### src/rtl/nibble_serial_add_ctrl.sv
// Computes a WIDTH-bit add/subtract one nibble per cycle through an external
// combinational 4-bit adder slice, with valid/ready handshakes on both sides.
module nibble_serial_add_ctrl #(
    parameter int WIDTH = 32
) (
    input  logic             i_clk,
    input  logic             i_rst,
    input  logic             i_valid,
    output logic             o_ready,
    input  logic [WIDTH-1:0] i_a,
    input  logic [WIDTH-1:0] i_b,
    input  logic             i_sub,
    output logic             o_valid,
    input  logic             i_ready,
    output logic [WIDTH-1:0] o_sum,
    output logic             o_carry,
    output logic             o_overflow,
    output logic             o_zero,
    output logic             o_busy,
    output logic [3:0]       o_slice_a,
    output logic [3:0]       o_slice_b,
    output logic             o_slice_cin,
    input  logic [3:0]       i_slice_sum,
    input  logic             i_slice_cout
);

    localparam int NIBBLES = WIDTH / 4;
    localparam int CW      = $clog2(NIBBLES);
    localparam logic [CW-1:0] CNT_LAST = CW'(NIBBLES - 1);

    typedef enum logic [1:0] {IDLE, RUN, DONE} state_t;

    state_t           state_reg, state_next;
    logic [WIDTH-1:0] a_reg, b_reg, result_reg;
    logic             carry_reg;
    logic [CW-1:0]    cnt_reg;
    logic             accept;
    logic             in_run, in_done;
    logic [3:0]       a_nib [NIBBLES];
    logic [3:0]       b_nib [NIBBLES];

    generate
        for (genvar gi = 0; gi < NIBBLES; gi++) begin : g_nib
            assign a_nib[gi] = a_reg[4*gi +: 4];
            assign b_nib[gi] = b_reg[4*gi +: 4];
        end
    endgenerate

    always_ff @(posedge i_clk or posedge i_rst) begin
        if (i_rst) begin
            state_reg <= IDLE;
        end else begin
            state_reg <= state_next;
        end
    end

    always_comb begin
        state_next = state_reg;
        o_ready    = 1'b0;
        o_valid    = 1'b0;
        o_busy     = 1'b1;
        accept     = 1'b0;
        case (state_reg)
            IDLE: begin
                o_ready = 1'b1;
                o_busy  = 1'b0;
                if (i_valid) begin
                    accept     = 1'b1;
                    state_next = RUN;
                end
            end
            RUN: begin
                if (cnt_reg == CNT_LAST) begin
                    state_next = DONE;
                end
            end
            DONE: begin
                o_valid = 1'b1;
                // Handshake returns to IDLE; a new request waits for the next cycle.
                if (i_ready) begin
                    state_next = IDLE;
                end
            end
            default: state_next = IDLE;
        endcase
    end

    // B is stored pre-inverted for subtract so the slice always adds.
    always_ff @(posedge i_clk or posedge i_rst) begin
        if (i_rst) begin
            a_reg      <= '0;
            b_reg      <= '0;
            result_reg <= '0;
            carry_reg  <= 1'b0;
            cnt_reg    <= '0;
        end else if (accept) begin
            a_reg     <= i_a;
            b_reg     <= i_sub ? ~i_b : i_b;
            carry_reg <= i_sub;
            cnt_reg   <= '0;
        end else if (state_reg == RUN) begin
            result_reg[4*cnt_reg +: 4] <= i_slice_sum;
            carry_reg                  <= i_slice_cout;
            cnt_reg                    <= (cnt_reg == CNT_LAST) ? '0 : cnt_reg + CW'(1);
        end
    end

    assign in_run  = (state_reg == RUN);
    assign in_done = (state_reg == DONE);

    assign o_slice_a   = in_run ? a_nib[cnt_reg] : 4'h0;
    assign o_slice_b   = in_run ? b_nib[cnt_reg] : 4'h0;
    assign o_slice_cin = in_run & carry_reg;

    // Result flags are only presented while the result is valid.
    assign o_sum      = in_done ? result_reg : '0;
    assign o_carry    = in_done & carry_reg;
    assign o_overflow = in_done & (a_reg[WIDTH-1] == b_reg[WIDTH-1])
                                & (result_reg[WIDTH-1] != a_reg[WIDTH-1]);
    assign o_zero     = in_done & (result_reg == '0);

endmodule
### config.mk
export PLATFORM = sky130hd
export DESIGN_NAME = nibble_serial_add_ctrl
export DESIGN_NICKNAME = d
export VERILOG_FILES = /design/src/rtl/nibble_serial_add_ctrl.sv
export SDC_FILE = /design/constraint.sdc
export NUM_CORES = 1
export LEC_CHECK = 0
export ABC_AREA = 1
export BUFFER_PORTS_ARGS = -buffer_cell sky130_fd_sc_hd__buf_2
export CELL_PAD_IN_SITES_DETAIL_PLACEMENT = 1
export CELL_PAD_IN_SITES_GLOBAL_PLACEMENT = 1
export CORE_UTILIZATION = 43
export DETAILED_ROUTE_END_ITERATION = 16
export PLACE_DENSITY = 0.95
export SETUP_SLACK_MARGIN = 0.15
export SYNTH_ARGS = -nofsm -noshare
export SYNTH_HDL_FRONTEND = slang
export SYNTH_SLANG_ARGS = --single-unit
### constraint.sdc
create_clock -name i_clk -period 6.6 [get_ports i_clk]
set_input_delay 0.33 -clock i_clk [delete_from_list [all_inputs] [get_ports i_clk]]
set_output_delay 0.33 -clock i_clk [all_outputs]
set_load 0.01 [all_outputs]
==> results <==
- The quantity of hold-fixing buffers added after cts is 0.
- Buffers added to address setup during post-CTS repair amount to 0.
- The weighted congestion at the end of routability-driven global placement is 0.8411.
- The utilization after layout is 51.31%.
- Once layout is complete, the cells apart from fillers number 1009.
- The first global-routing pass estimated 25350 um of wire.
- From left edge to right edge, the die measures 116.1 um.
- The final hold violation count is 1.
- Counting tap cells, the placed design contains a total of 993 instances.
- Yosys attributes the largest share of cell area to sky130_fd_sc_hd__dfrtp_1 46%, sky130_fd_sc_hd__nand2_1 14%, sky130_fd_sc_hd__inv_1 6.0%.
- Power spread over the standard cell area amounts to 482.3 nW/um^2.
- The number of optimization iterations in the first detailed-route pass is 4.
- The terminus of the critical flop-to-flop path is result_reg[18]$_DFFE_PP0P_.
- Summed over all failing endpoints, the final setup total negative slack is 0 ns.
- The final cycle utilization of the critical path is 42.02%.
- The starting utilization of the core area is 44.21%.
- Dividing the detail-routed via count by the number of cells gives 4.947.
- The required time of the critical path is 6.88 ns.
- The layout overhead on the synthesized area is 16.06%.
- During placement, the flow inserted port buffers numbering 120.
- The via count of the first global-routing pass is 5217.
- The core area is 12670 sq um.
- The worst-case reg-to-reg path depth is 9.
- The total die area is 13490 sq um.
- The worst-case IR drop observed on VDD is 0.2566 mV.
- For this run, the post-layout net count is 911.
- The final standard cell area without fillers is 6501 sq um.
- The most frequent cell after synthesis is sky130_fd_sc_hd__nand2_1.
- The fmax is 0.3605 GHz.
- The minimum setup slack after placement is 3.908 ns.
- The detailed-route DRC error count is 0.
- The number of clock buffers added by TritonCTS is 9.
- The count of synthesis-stage warnings from yosys is 0.
- The synthesized design contains 0 enable-type register cells.
- The detailed router finished its first iteration with 226 violations.
- The actual slew at the worst max-slew pin is 1.198 ns.
- The flow ran to the end, but the final reports show violations.
- The maximum level of the CTS H-tree is 3.
- For this run, the leading register cell type out of synthesis is sky130_fd_sc_hd__dfrtp_1.
- The number of max-slew violations in the final report is 0.
- The synthesized netlist contains 31 unique library cells.
- The clock tree root buffer cell is sky130_fd_sc_hd__clkbuf_16.
- The class of the worst hold path is in -> async.
- Of all flip-flops after synthesis, the portion carrying an async set or reset was 100.0%.
- Counting I/O delays and the setup requirement, the final critical path takes 2.774 ns.
- The post-DP HPWL is 10820 um.
- Dividing the detail-routed wire length by the instance count gives 15.36 um.
- The worst clock skew on the final layout is 0.009120 ns.
- The register bit count reported by yosys is 102.
- The launching point of the worst reg2reg path is cnt_reg[1]$_DFFE_PP0P_.
- For this run, the total global-route usage over all layers was measured as 24.73%.
- Averaged over all synthesized cells, the footprint is 7.632 sq um.
- The largest net degree at the start of global routing is 77.
- Clock-pin slew was measured on the worst setup and hold paths at 0.07 ns.
- The cell area after placement is 6203 sq um.
- The standard-cell row count is 41.
- The synthesized design devotes to its leading area cell type 45.57% of total area.
- The clock latency at the later pin of the worst-skew pair is 0.35 ns.
- The sort of element at the start of the critical path is a flop.
- The synthesized netlist occupies a cell area of 5602 sq um.
- The die height is 116.1 um.
- The number of sinks driven by the clock tree is 102.
- The checks that failed: negative hold slack.
- The classification of the worst setup path is reg -> reg.
- For flop-to-flop paths, the worst setup slack is 3.83 ns.
- The count of vias placed by the detailed router is 4992.
- In this run, post-CTS repair resized a total of 0 instances.
- The top fanout value on the critical path is 23.
- The maximum number of buffers from clock root to sink is 2.
- In the final layout, the multi-input gates occupy 2441 sq um.
- By count the netlist is led by 215 x sky130_fd_sc_hd__nand2_1, 102 x sky130_fd_sc_hd__dfrtp_1, 90 x sky130_fd_sc_hd__inv_1, 79 x sky130_fd_sc_hd__nor2_1, 47 x sky130_fd_sc_hd__nand3_1.
- Setup repair after global routing left no endpoint under its margin.
- The total congestion overflow after global routing is 0.
- Measured against its own limit, the worst slew margin works out to 19.94%.
- Summing internal, switching and leakage power gives 3.136 mW.
- sky130_fd_sc_hd__dfrtp_1 takes more of the synthesized area than any other cell.
- The repair_antennas step left the layout with diodes totalling 0.
- The number of setup violations in the final report is 0.
- The worst setup path is captured at a flop.
- STA puts the critical path data arrival time at 3.05 ns.
- The total nets after synthesis is 813.
- Across the run, the number of max-cap violations was 0.
- The count of pins on the block boundary is 121.
- The initial antenna violation count came to 0.
- After technology mapping, the gate count stands at 734.
- Summing all flip-flop and latch instances after layout gives 2552 sq um.
- The TritonCTS clock tree is done.
- The sequential area share after synthesis is 45.57%.
- The post-route netlist has 19.95% of its cells at a drive strength greater than 1.
- In this run the remaining antenna-violating nets after routing total 0.
- For this design the static power due to leakage is 3.424 nW.
- In the post-route analysis, the smallest setup slack over all paths is 3.826 ns.
- The number of fill cells is 1632.
- The total detailed-routing wirelength is 15500 um.
- The final hold slack is -0.001239 ns.
[worst max path at each step]
stage	from	cells after the start	endpoint	slack (ns)
after floorplan	i_rst	1	a_reg[0]$_DFFE_PP0P_	3.59
after global placement	cnt_reg[1]$_DFFE_PP0P_	7	result_reg[3]$_DFFE_PP0P_	4.04
after detailed placement	cnt_reg[1]$_DFFE_PP0P_	9	result_reg[13]$_DFFE_PP0P_	3.91
after CTS	cnt_reg[1]$_DFFE_PP0P_	7	result_reg[14]$_DFFE_PP0P_	3.85
after global routing	cnt_reg[1]$_DFFE_PP0P_	7	result_reg[14]$_DFFE_PP0P_	3.69
final	cnt_reg[1]$_DFFE_PP0P_	9	result_reg[18]$_DFFE_PP0P_	3.83
[area by class of cell]
type                       instances  area share, %
clock buffer                      11          3.580
inverter                          97          5.831
tap                              172          3.310
timing repair buffer             122          9.469
sequential                       102          39.26
clock inverter                     5          1.001
multi-input combinational        500          37.55
[placed cells by master, fill, tap and decap left out, types with 2 or more instances in the layout]
master and instances:
sky130_fd_sc_hd__o21ai_0 43, sky130_fd_sc_hd__buf_4 2, sky130_fd_sc_hd__clkbuf_1 2, sky130_fd_sc_hd__inv_1 89, sky130_fd_sc_hd__nor2_2 2, sky130_fd_sc_hd__ha_1 5, sky130_fd_sc_hd__clkbuf_16 9, sky130_fd_sc_hd__inv_6 3
sky130_fd_sc_hd__o21ai_1 39, sky130_fd_sc_hd__nand3_1 47, sky130_fd_sc_hd__inv_4 3, sky130_fd_sc_hd__nand2_2 5, sky130_fd_sc_hd__nand2_4 4, sky130_fd_sc_hd__nand4_1 2, sky130_fd_sc_hd__dfrtp_1 102, sky130_fd_sc_hd__inv_2 4
sky130_fd_sc_hd__a21oi_1 10, sky130_fd_sc_hd__nand3_2 2, sky130_fd_sc_hd__o22ai_1 2, sky130_fd_sc_hd__xnor2_1 32, sky130_fd_sc_hd__nor3_1 2, sky130_fd_sc_hd__nor2_4 5, sky130_fd_sc_hd__nand3_4 2, sky130_fd_sc_hd__nand2_1 215
sky130_fd_sc_hd__nor2_1 79, sky130_fd_sc_hd__buf_2 120
[metal layers]
layer	up-vias	global-route usage, %	wire length [um]
met5	-	0	0
met4	0	10.68	488
met3	36	3.425	625
met2	135	44.33	7813
met1	2375	29.70	6574
li1	2446	-	-
[critical path: stages (launching register included)]
cell and delay, ns:
sky130_fd_sc_hd__dfrtp_1 0.89, sky130_fd_sc_hd__inv_2 0.33, sky130_fd_sc_hd__ha_1 0.31, sky130_fd_sc_hd__ha_1 0.48, sky130_fd_sc_hd__inv_4 0.11, sky130_fd_sc_hd__nor2_4 0.13
sky130_fd_sc_hd__nand3_4 0.12, sky130_fd_sc_hd__nor2_4 0.14, sky130_fd_sc_hd__nand2_1 0.10, sky130_fd_sc_hd__nand2_1 0.10
[kinds of logic (layout without fill, tap and decap cells)]
kind of cell,count (synthesis),after routing,synth area share (%)
flip-flops,102,102,45.57
AO/OA/AOI/OAI,95,95,8.577
XOR/XNOR,32,32,5.003
AND/OR/NAND/NOR,368,368,28.88
buffers and inverters,132,235,10.86
adder cells (fa/ha/maj),5,5,1.117
[power by group]
| group | total [mW] | switching (mW) | leakage, nW | internal, mW |
|---|---|---|---|---|
| sequential | 1.11 | 0.195 | 1.27 | 0.914 |
| combinational | 1.48 | 1.01 | 2.01 | 0.473 |
| clock | 0.547 | 0.247 | 0.145 | 0.300 |
Note: power is estimated with default switching activity, not from simulation.
